===== config.mk =====
export PLATFORM = sky130hd
export DESIGN_NAME = sig_match_ctrl
export DESIGN_NICKNAME = d
export VERILOG_FILES = /design/src/rtl/sig_pkg.sv /design/src/rtl/sig_match_ctrl.sv
export SDC_FILE = /design/constraint.sdc
export NUM_CORES = 1
export LEC_CHECK = 0
export CAP_MARGIN = 20
export CORE_ASPECT_RATIO = 1.5
export CORE_MARGIN = 2
export CORE_UTILIZATION = 38
export DETAILED_ROUTE_END_ITERATION = 8
export GPL_TIMING_DRIVEN = 0
export PLACE_DENSITY = 0.75
export SETUP_SLACK_MARGIN = 0.05
export SYNTH_ARGS = -nofsm -noshare
export SYNTH_HDL_FRONTEND = slang
export SYNTH_SLANG_ARGS = --single-unit
export TNS_END_PERCENT = 20

===== constraint.sdc =====
create_clock -name clk -period 7.1 [get_ports clk]
set_clock_uncertainty 0.2 [all_clocks]
set_input_delay 1.42 -clock clk [delete_from_list [all_inputs] [get_ports clk]]
set_output_delay 1.42 -clock clk [all_outputs]
set_load 0.01 [all_outputs]

===== src/rtl/sig_pkg.sv =====
// Shared constants and state encoding for the signature match controller.
package sig_pkg;

   localparam int unsigned DATA_W    = 64;
   localparam int unsigned ADDR_W    = 6;
   localparam int unsigned SIG_DEPTH = 63;
   localparam int unsigned CNT_W     = 32;
   localparam int unsigned STATE_W   = 3;

   localparam logic [STATE_W-1:0] ENC_IDLE   = 3'd0;
   localparam logic [STATE_W-1:0] ENC_SCAN   = 3'd1;
   localparam logic [STATE_W-1:0] ENC_DRAIN  = 3'd2;
   localparam logic [STATE_W-1:0] ENC_RESULT = 3'd3;
   localparam logic [STATE_W-1:0] ENC_CLEAR  = 3'd4;

   typedef enum logic [STATE_W-1:0] {
      ST_IDLE   = ENC_IDLE,
      ST_SCAN   = ENC_SCAN,
      ST_DRAIN  = ENC_DRAIN,
      ST_RESULT = ENC_RESULT,
      ST_CLEAR  = ENC_CLEAR
   } state_t;

   // Address of the last stored entry; only meaningful for a non-zero count.
   function automatic logic [ADDR_W-1:0] last_idx(input logic [ADDR_W-1:0] count);
      return count - ADDR_W'(1);
   endfunction

endpackage


===== src/rtl/sig_match_ctrl.sv =====
// Sequences signature loads into the signature memory and scans it for each packet
// word, returning hit/miss and the index of the first matching entry.
module sig_match_ctrl
   import sig_pkg::*;
(
   input  logic              clk,
   input  logic              rst,
   input  logic              clr,
   input  logic              ld_valid,
   input  logic [DATA_W-1:0] ld_data,
   output logic              ld_ready,
   input  logic              pkt_valid,
   input  logic [DATA_W-1:0] pkt_data,
   output logic              pkt_ready,
   output logic              res_valid,
   input  logic              res_ready,
   output logic              res_hit,
   output logic [ADDR_W-1:0] res_idx,
   output logic [ADDR_W-1:0] sig_count,
   output logic [CNT_W-1:0]  hit_cnt,
   output logic [DATA_W-1:0] mem_din,
   output logic              mem_wr_en,
   output logic              mem_rst,
   output logic [ADDR_W-1:0] mem_rd_addr,
   output logic              mem_rd_en,
   input  logic [DATA_W-1:0] mem_dout,
   input  logic              mem_full
);

   state_t            state;
   logic [DATA_W-1:0] pkt_q;
   logic              cmp_pend;
   logic [ADDR_W-1:0] cmp_idx;

   logic              idle;
   logic              at_cap;
   logic              ld_acc;
   logic              pkt_acc;
   logic              match;
   logic              scan_last;

   // Handshakes are decided in the same cycle so an accepted word reaches the memory at once.
   assign idle      = (state == ST_IDLE) & ~rst;
   assign at_cap    = (sig_count == ADDR_W'(SIG_DEPTH));
   assign ld_ready  = idle & ~clr & ~mem_full & ~at_cap;
   assign pkt_ready = idle & ~clr & ~ld_valid;
   assign ld_acc    = ld_valid & ld_ready;
   assign pkt_acc   = pkt_valid & pkt_ready;

   assign mem_wr_en = ld_acc;
   assign mem_din   = ld_acc ? ld_data : '0;
   assign mem_rst   = rst | (state == ST_CLEAR);

   // cmp_pend/cmp_idx describe the read issued last cycle, whose data is on mem_dout now.
   assign match     = cmp_pend & (mem_dout == pkt_q);
   assign scan_last = (mem_rd_addr == last_idx(sig_count));

   always_ff @(posedge clk) begin
      if (rst) begin
         state       <= ST_IDLE;
         pkt_q       <= '0;
         cmp_pend    <= 1'b0;
         cmp_idx     <= '0;
         res_valid   <= 1'b0;
         res_hit     <= 1'b0;
         res_idx     <= '0;
         sig_count   <= '0;
         hit_cnt     <= '0;
         mem_rd_addr <= '0;
         mem_rd_en   <= 1'b0;
      end else if (clr) begin
         // Abort everything; the memory itself is wiped while in CLEAR.
         state       <= ST_CLEAR;
         cmp_pend    <= 1'b0;
         cmp_idx     <= '0;
         res_valid   <= 1'b0;
         res_hit     <= 1'b0;
         res_idx     <= '0;
         sig_count   <= '0;
         hit_cnt     <= '0;
         mem_rd_addr <= '0;
         mem_rd_en   <= 1'b0;
      end else begin
         cmp_pend <= mem_rd_en;
         cmp_idx  <= mem_rd_addr;

         if (ld_acc) begin
            sig_count <= sig_count + ADDR_W'(1);
         end

         case (state)
            ST_IDLE: begin
               if (pkt_acc) begin
                  pkt_q <= pkt_data;
                  if (sig_count == '0) begin
                     state     <= ST_RESULT;
                     res_valid <= 1'b1;
                     res_hit   <= 1'b0;
                     res_idx   <= '0;
                  end else begin
                     state       <= ST_SCAN;
                     mem_rd_en   <= 1'b1;
                     mem_rd_addr <= '0;
                  end
               end
            end

            ST_SCAN: begin
               if (match) begin
                  state     <= ST_RESULT;
                  mem_rd_en <= 1'b0;
                  res_valid <= 1'b1;
                  res_hit   <= 1'b1;
                  res_idx   <= cmp_idx;
                  hit_cnt   <= hit_cnt + CNT_W'(1);
               end else if (scan_last) begin
                  state     <= ST_DRAIN;
                  mem_rd_en <= 1'b0;
               end else begin
                  mem_rd_addr <= mem_rd_addr + ADDR_W'(1);
               end
            end

            ST_DRAIN: begin
               // Final compare against the last entry read.
               state     <= ST_RESULT;
               res_valid <= 1'b1;
               res_hit   <= match;
               res_idx   <= match ? cmp_idx : '0;
               if (match) begin
                  hit_cnt <= hit_cnt + CNT_W'(1);
               end
            end

            ST_RESULT: begin
               if (res_ready) begin
                  state     <= ST_IDLE;
                  res_valid <= 1'b0;
                  res_hit   <= 1'b0;
                  res_idx   <= '0;
               end
            end

            ST_CLEAR: begin
               state <= ST_IDLE;
            end

            default: begin
               state <= ST_IDLE;
            end
         endcase
      end
   end

endmodule


After elaboration in Yosys (flattened, before gate mapping)
Cells that the tools add are included.

operators by class
  equality and inequality tests = 18
  add/subtract/negate cells = 4
  reduce and logical (&&, ||, !) cells = 13
  bitwise operators = 14
  mux-type cells = 32

operator list
  operator                                          count
  == test 64 bit                                    1
  2-to-1 mux 64 bit                                 1
  2-to-1 mux 6 bit                                  9
  adder 32 x 1 -> 32 bit, second input constant     1
  case mux 6 bit (4 select lines)                   1
  2-to-1 mux 3 bit                                  5
  adder 6 x 1 -> 6 bit, second input constant       2
  inequality test 2 bit, second input constant      6
  case mux 3 bit (4 select lines)                   1
  case mux 6 bit (2 select lines)                   1
  2-to-1 mux 1 bit                                  10
  AND reduction 5 bit                               2
  inequality test 3 bit, second input constant      3
  AND reduction 3 bit                               3
  AND 1 bit                                         8
  case mux 1 bit (4 select lines)                   2
  == test 3 x 2 -> 1 bit, second input constant     2
  == test 6 bit                                     1
  == test 6 bit, second input constant              1
  zero test 6 bit                                   1
  subtractor 6 x 1 -> 6 bit, second input constant  1
  inverter 1 bit                                    5
  inequality test 4 bit, second input constant      1
  AND reduction 4 bit                               1
  other kinds (11)                                  12

word-level totals
  input port bits = 199
  word-level logic and storage cells = 93
  register bits after elaboration = 127

Depth between registers and ports, before layout
  depth in word-level cells = 8
  gate-level depth with buffers = 11
  gate-level depth less buffers = 9

Least setup slack after synthesis
Ideal clock, no wire load.

  path type = input port to output port
  start = in rst
  end = out mem_din[10]
  required time = 5.480 ns
  stages = 7
  data arrival time = 2.893 ns
  setup slack = 2.587 ns
  cell sequence = clkbuf_1 nor3_1 nand2_1 a311oi_1 clkbuf_1 clkbuf_1 and3_1

between the ends
  cells in the longest elaborated chain, start to end = 7

RTL lines
  element                  RTL line              text
  start: declaration       sig_match_ctrl.sv:7   input logic rst,
  inverter 1 bit           sig_match_ctrl.sv:43  assign idle = (state == ST_IDLE) & ~rst;
  AND 1 bit                sig_match_ctrl.sv:43
  AND 1 bit (3 in series)  sig_match_ctrl.sv:45  assign ld_ready = idle & ~clr & ~mem_full & ~at_cap;
  AND 1 bit                sig_match_ctrl.sv:47  assign ld_acc = ld_valid & ld_ready;
  2-to-1 mux 64 bit        sig_match_ctrl.sv:51  assign mem_din = ld_acc ? ld_data : '0;
  end: declaration         sig_match_ctrl.sv:21  output logic [DATA_W-1:0] mem_din,

Every way passes these cells.

Worst setup path in the final report
  start = in clr
  end = out mem_din[9]

between the ends
  cells in the longest elaborated chain, start to end = 6

RTL lines
  element                          RTL line              text
  start: declaration               sig_match_ctrl.sv:8   input logic clr,
  inverter 1 bit (no source line)  --
  AND 1 bit (3 in series)          sig_match_ctrl.sv:45
  AND 1 bit                        sig_match_ctrl.sv:47
  2-to-1 mux 64 bit                sig_match_ctrl.sv:51

Every way passes these cells.

==> impl_metrics.env <==
export IMPL_tns_ps=0
export IMPL_rr_endpoint="hit_cnt[27]$_SDFFE_PP0P_"
export IMPL_hold_class="flip-flop to flip-flop"
export IMPL_yosysMostFrequentCell="nand2_1"
export IMPL_max_slew_margin_rel=0.380
export IMPL_status="finished, final reports clean"
export IMPL_grt_pass1_wl_um=36200
export IMPL_cts_root_buf="clkbuf_16"
export IMPL_switching_power_w=0.000435
export IMPL_p_sw_frac=0.239
export IMPL_synth_distinct_cells=57
export IMPL_synth_edf_count=0
export IMPL_arrival_ps=4310
export IMPL_power_clock_fraction=0.485
export IMPL_ant_nets=0
export IMPL_critPathKind="primary input to output port"
export IMPL_async_flop_share=0
export IMPL_cts_hold_buf=0
export IMPL_cts_tree="yes"
export IMPL_grt_pass1_vias=6749
export IMPL_area_delta_synth_final_pct=62.3
export IMPL_finalCoreUtilization=0.629
export IMPL_hp_start="cmp_idx[4]$_SDFF_PP0_"
export IMPL_io_pins=320
export IMPL_design_core_area_mm2=0.0168
export IMPL_grt_max_degree=17
export IMPL_gp_congestion=0.858
export IMPL_post_cts_resized=0
export IMPL_synth_common_cells="nand2_1, dfxtp_1, a21oi_1, and3_1, xnor2_1"
export IMPL_synth_area_mux_share=0.00789
export IMPL_p_comb_frac=0.117
export IMPL_fin_crit_ps=5930
export IMPL_intPower_w=0.00139
export IMPL_nNetsFinal=1367
export IMPL_synth_area_leader_cell="dfxtp_1"
export IMPL_seqPwrFrac=0.398
export IMPL_fmax_mhz=169
export IMPL_worst_pin_slew_ps=922
export IMPL_vias_per_cell=5.13
export IMPL_path_max_fanout=10
export IMPL_overflow=0
export IMPL_drv_cap=0
export IMPL_synthSimpleGateAreaFrac=0.297
export IMPL_drt_wirelength_per_cell_um=17.2
export IMPL_rrSetupSlack_ps=3670
export IMPL_powerDensity_mw_per_mm2=173
export IMPL_synth_top_area_share=0.391
export IMPL_end_kind="output port"
export IMPL_cts_buffers=17
export IMPL_hold_ws_ps=240
export IMPL_crit_path_start_kind="primary input"
export IMPL_initialDrtViolationCount=312
export IMPL_grtUsageTotal=0.252
export IMPL_postSynthCellCount=826
export IMPL_finalSetupViolCount=0
export IMPL_rsz0062_at_grt="no"
export IMPL_slew_violations=0
export IMPL_ys_seq_elements=127
export IMPL_cts_setup_buffers=0
export IMPL_initial_core_util=0.388
export IMPL_seq_area_frac_synth=0.391
export IMPL_hold_viol=0
export IMPL_r2r_start="pkt_q[3]$_SDFFE_PP0P_"
export IMPL_drcViolationCount=0
export IMPL_dr_pass1_iters=5
export IMPL_vias=7125
export IMPL_synth_area_per_cell_um2=7.87
export IMPL_reg2reg_depth=9
export IMPL_synth_area_leaders="dfxtp_1, nand2_1, xnor2_1"
export IMPL_dieWidth_um=111
export IMPL_fillCellCount=1512
export IMPL_ys_warn_count=0
export IMPL_synth_nets=1029
export IMPL_holdPathStages=1
export IMPL_drt_total_wl_um=23900
export IMPL_synthXorXnorAreaFrac=0.0862
export IMPL_clkTransAtPathRegs_ps=50
export IMPL_cts_htree_levels=4
export IMPL_hold_end="res_idx[4]$_SDFFE_PP0P_"
export IMPL_clk_latency_ps=410
export IMPL_die_h_um=164
export IMPL_ir_worst_vdd_v=0.000165
export IMPL_portBuffers=318
export IMPL_synthFlopType="dfxtp_1"
export IMPL_antenna_found_initial=1
export IMPL_synth_compound_area_frac=0.159
export IMPL_die_area_mm2=0.0182
export IMPL_fin_crit_sh=0.835
export IMPL_required_ps=5480
export IMPL_synth_top_family_by_area="simple AND/OR/NAND/NOR gates"
export IMPL_rows=58
export IMPL_clock_path_buffers=2
export IMPL_leakagePower_nw=3.73
export IMPL_numClockSinks=127
export IMPL_place_hpwl_um=19000
export IMPL_synth_area_mm2=0.00650
export IMPL_drive_gt1_frac=0.0459
export IMPL_synth_fa_ha_area_frac=0.00770
## cells by family (layout without fill, tap and decap cells)
family,Yosys count,in the layout
adders and majority gates,4,4
xor gates and xnor gates,64,64
and+or+nand+nor,375,375
muxes,5,5
AOI/OAI and AO/OA,166,166
DFF,127,127
other,0,1
buffers and inverters,85,436
## flip-flops by register name, summed over array words and instances, names as in the netlist
signal       flops
pkt_q           64
hit_cnt         32
cmp_idx          6
mem_rd_addr      6
res_idx          6
sig_count        6
state            3
cmp_pend         1
mem_rd_en        1
res_hit          1
res_valid        1
## metal layers
layer / global-route usage / wire [um] / up-vias
met3: 0.0919 / 1980 / 37
met1: 0.283 / 9260 / 3276
met4: 0.0801 / 580 / 0
met5: 0 / 0 / -
met2: 0.444 / 12000 / 258
li1: - / - / 3554
## how the worst max path moves through the flow
stage / start / endpoint / slack [ps] / cells past startpoint
2_1_floorplan: rst / mem_din[10] / 2590 / 7
3_3_place_gp: clr / mem_din[5] / 1220 / 8
3_5_place_dp: clr / mem_din[35] / 1180 / 8
4_1_cts: clr / mem_din[5] / 1180 / 8
5_1_grt: clr / mem_din[35] / 930 / 8
6_report: clr / mem_din[9] / 1170 / 8
## critical path, cell delays in order
cell and delay, ps:
clkdlybuf4s50_1 470, nor3_1 370, nand2_1 160, a311oi_1 410
clkbuf_1 340, clkbuf_1 330, and3_1 200, clkdlybuf4s50_1 590
## per-stage QoR
| stage | area, um^2 | std cells | total power [W] | setup slack (ps) |
|---|---|---|---|---|
| final | 10600 | 1388 | 0.00182 | 1170 |
| after global routing | 10600 | 1388 | 0.00188 | 933 |
| after CTS | 10500 | 1386 | 0.00183 | 1180 |
| after detailed placement | 9950 | 1354 | 0.000953 | 1180 |
| after global placement | 9950 | 1354 | 0.000952 | 1220 |
| after floorplan | 6500 | 826 | 0.000804 | 2590 |
## cell type report
class,count,area [um^2],area share
Antenna cell,1,2.50,0.000237
Tap cell,210,263,0.0249
Inverter,28,105,0.00996
Sequential cell,127,2540,0.241
Clock buffer,18,439,0.0416
Timing Repair Buffer,319,3190,0.302
Buffer,57,229,0.0217
Multi-Input combinational cell,614,3630,0.344
Clock inverter,14,156,0.0148
## power by group through the flow
stage	sequential, W	combinational, W	clock (W)
5_1_grt	0.000726	0.000228	0.000925
3_3_place_gp	0.000741	0.000211	0
3_5_place_dp	0.000741	0.000212	0
2_1_floorplan	0.000739	0.0000643	0
4_1_cts	0.000725	0.000214	0.000889
6_report	0.000725	0.000213	0.000883
## layout by cell type, fill, tap and decap left out, types with 6 or more instances in the layout
master / count
a21bo_2: 6
a21oi_1: 93
a22o_1: 6
and2_1: 9
and3_1: 71
buf_1: 6
clkbuf_1: 49
clkbuf_16: 17
clkdlybuf4s50_1: 318
dfxtp_1: 127
inv_1: 27
nand2_1: 158
nand2b_1: 10
nand3_1: 11
nand3b_1: 8
nand4_1: 25
nor2_1: 28
nor2b_1: 12
nor3_1: 7
nor4_1: 8
o211ai_1: 6
o21ai_0: 14
o31ai_1: 6
or3_1: 9
xnor2_1: 56
xor2_1: 8
Power figures use the tool's default switching activity.
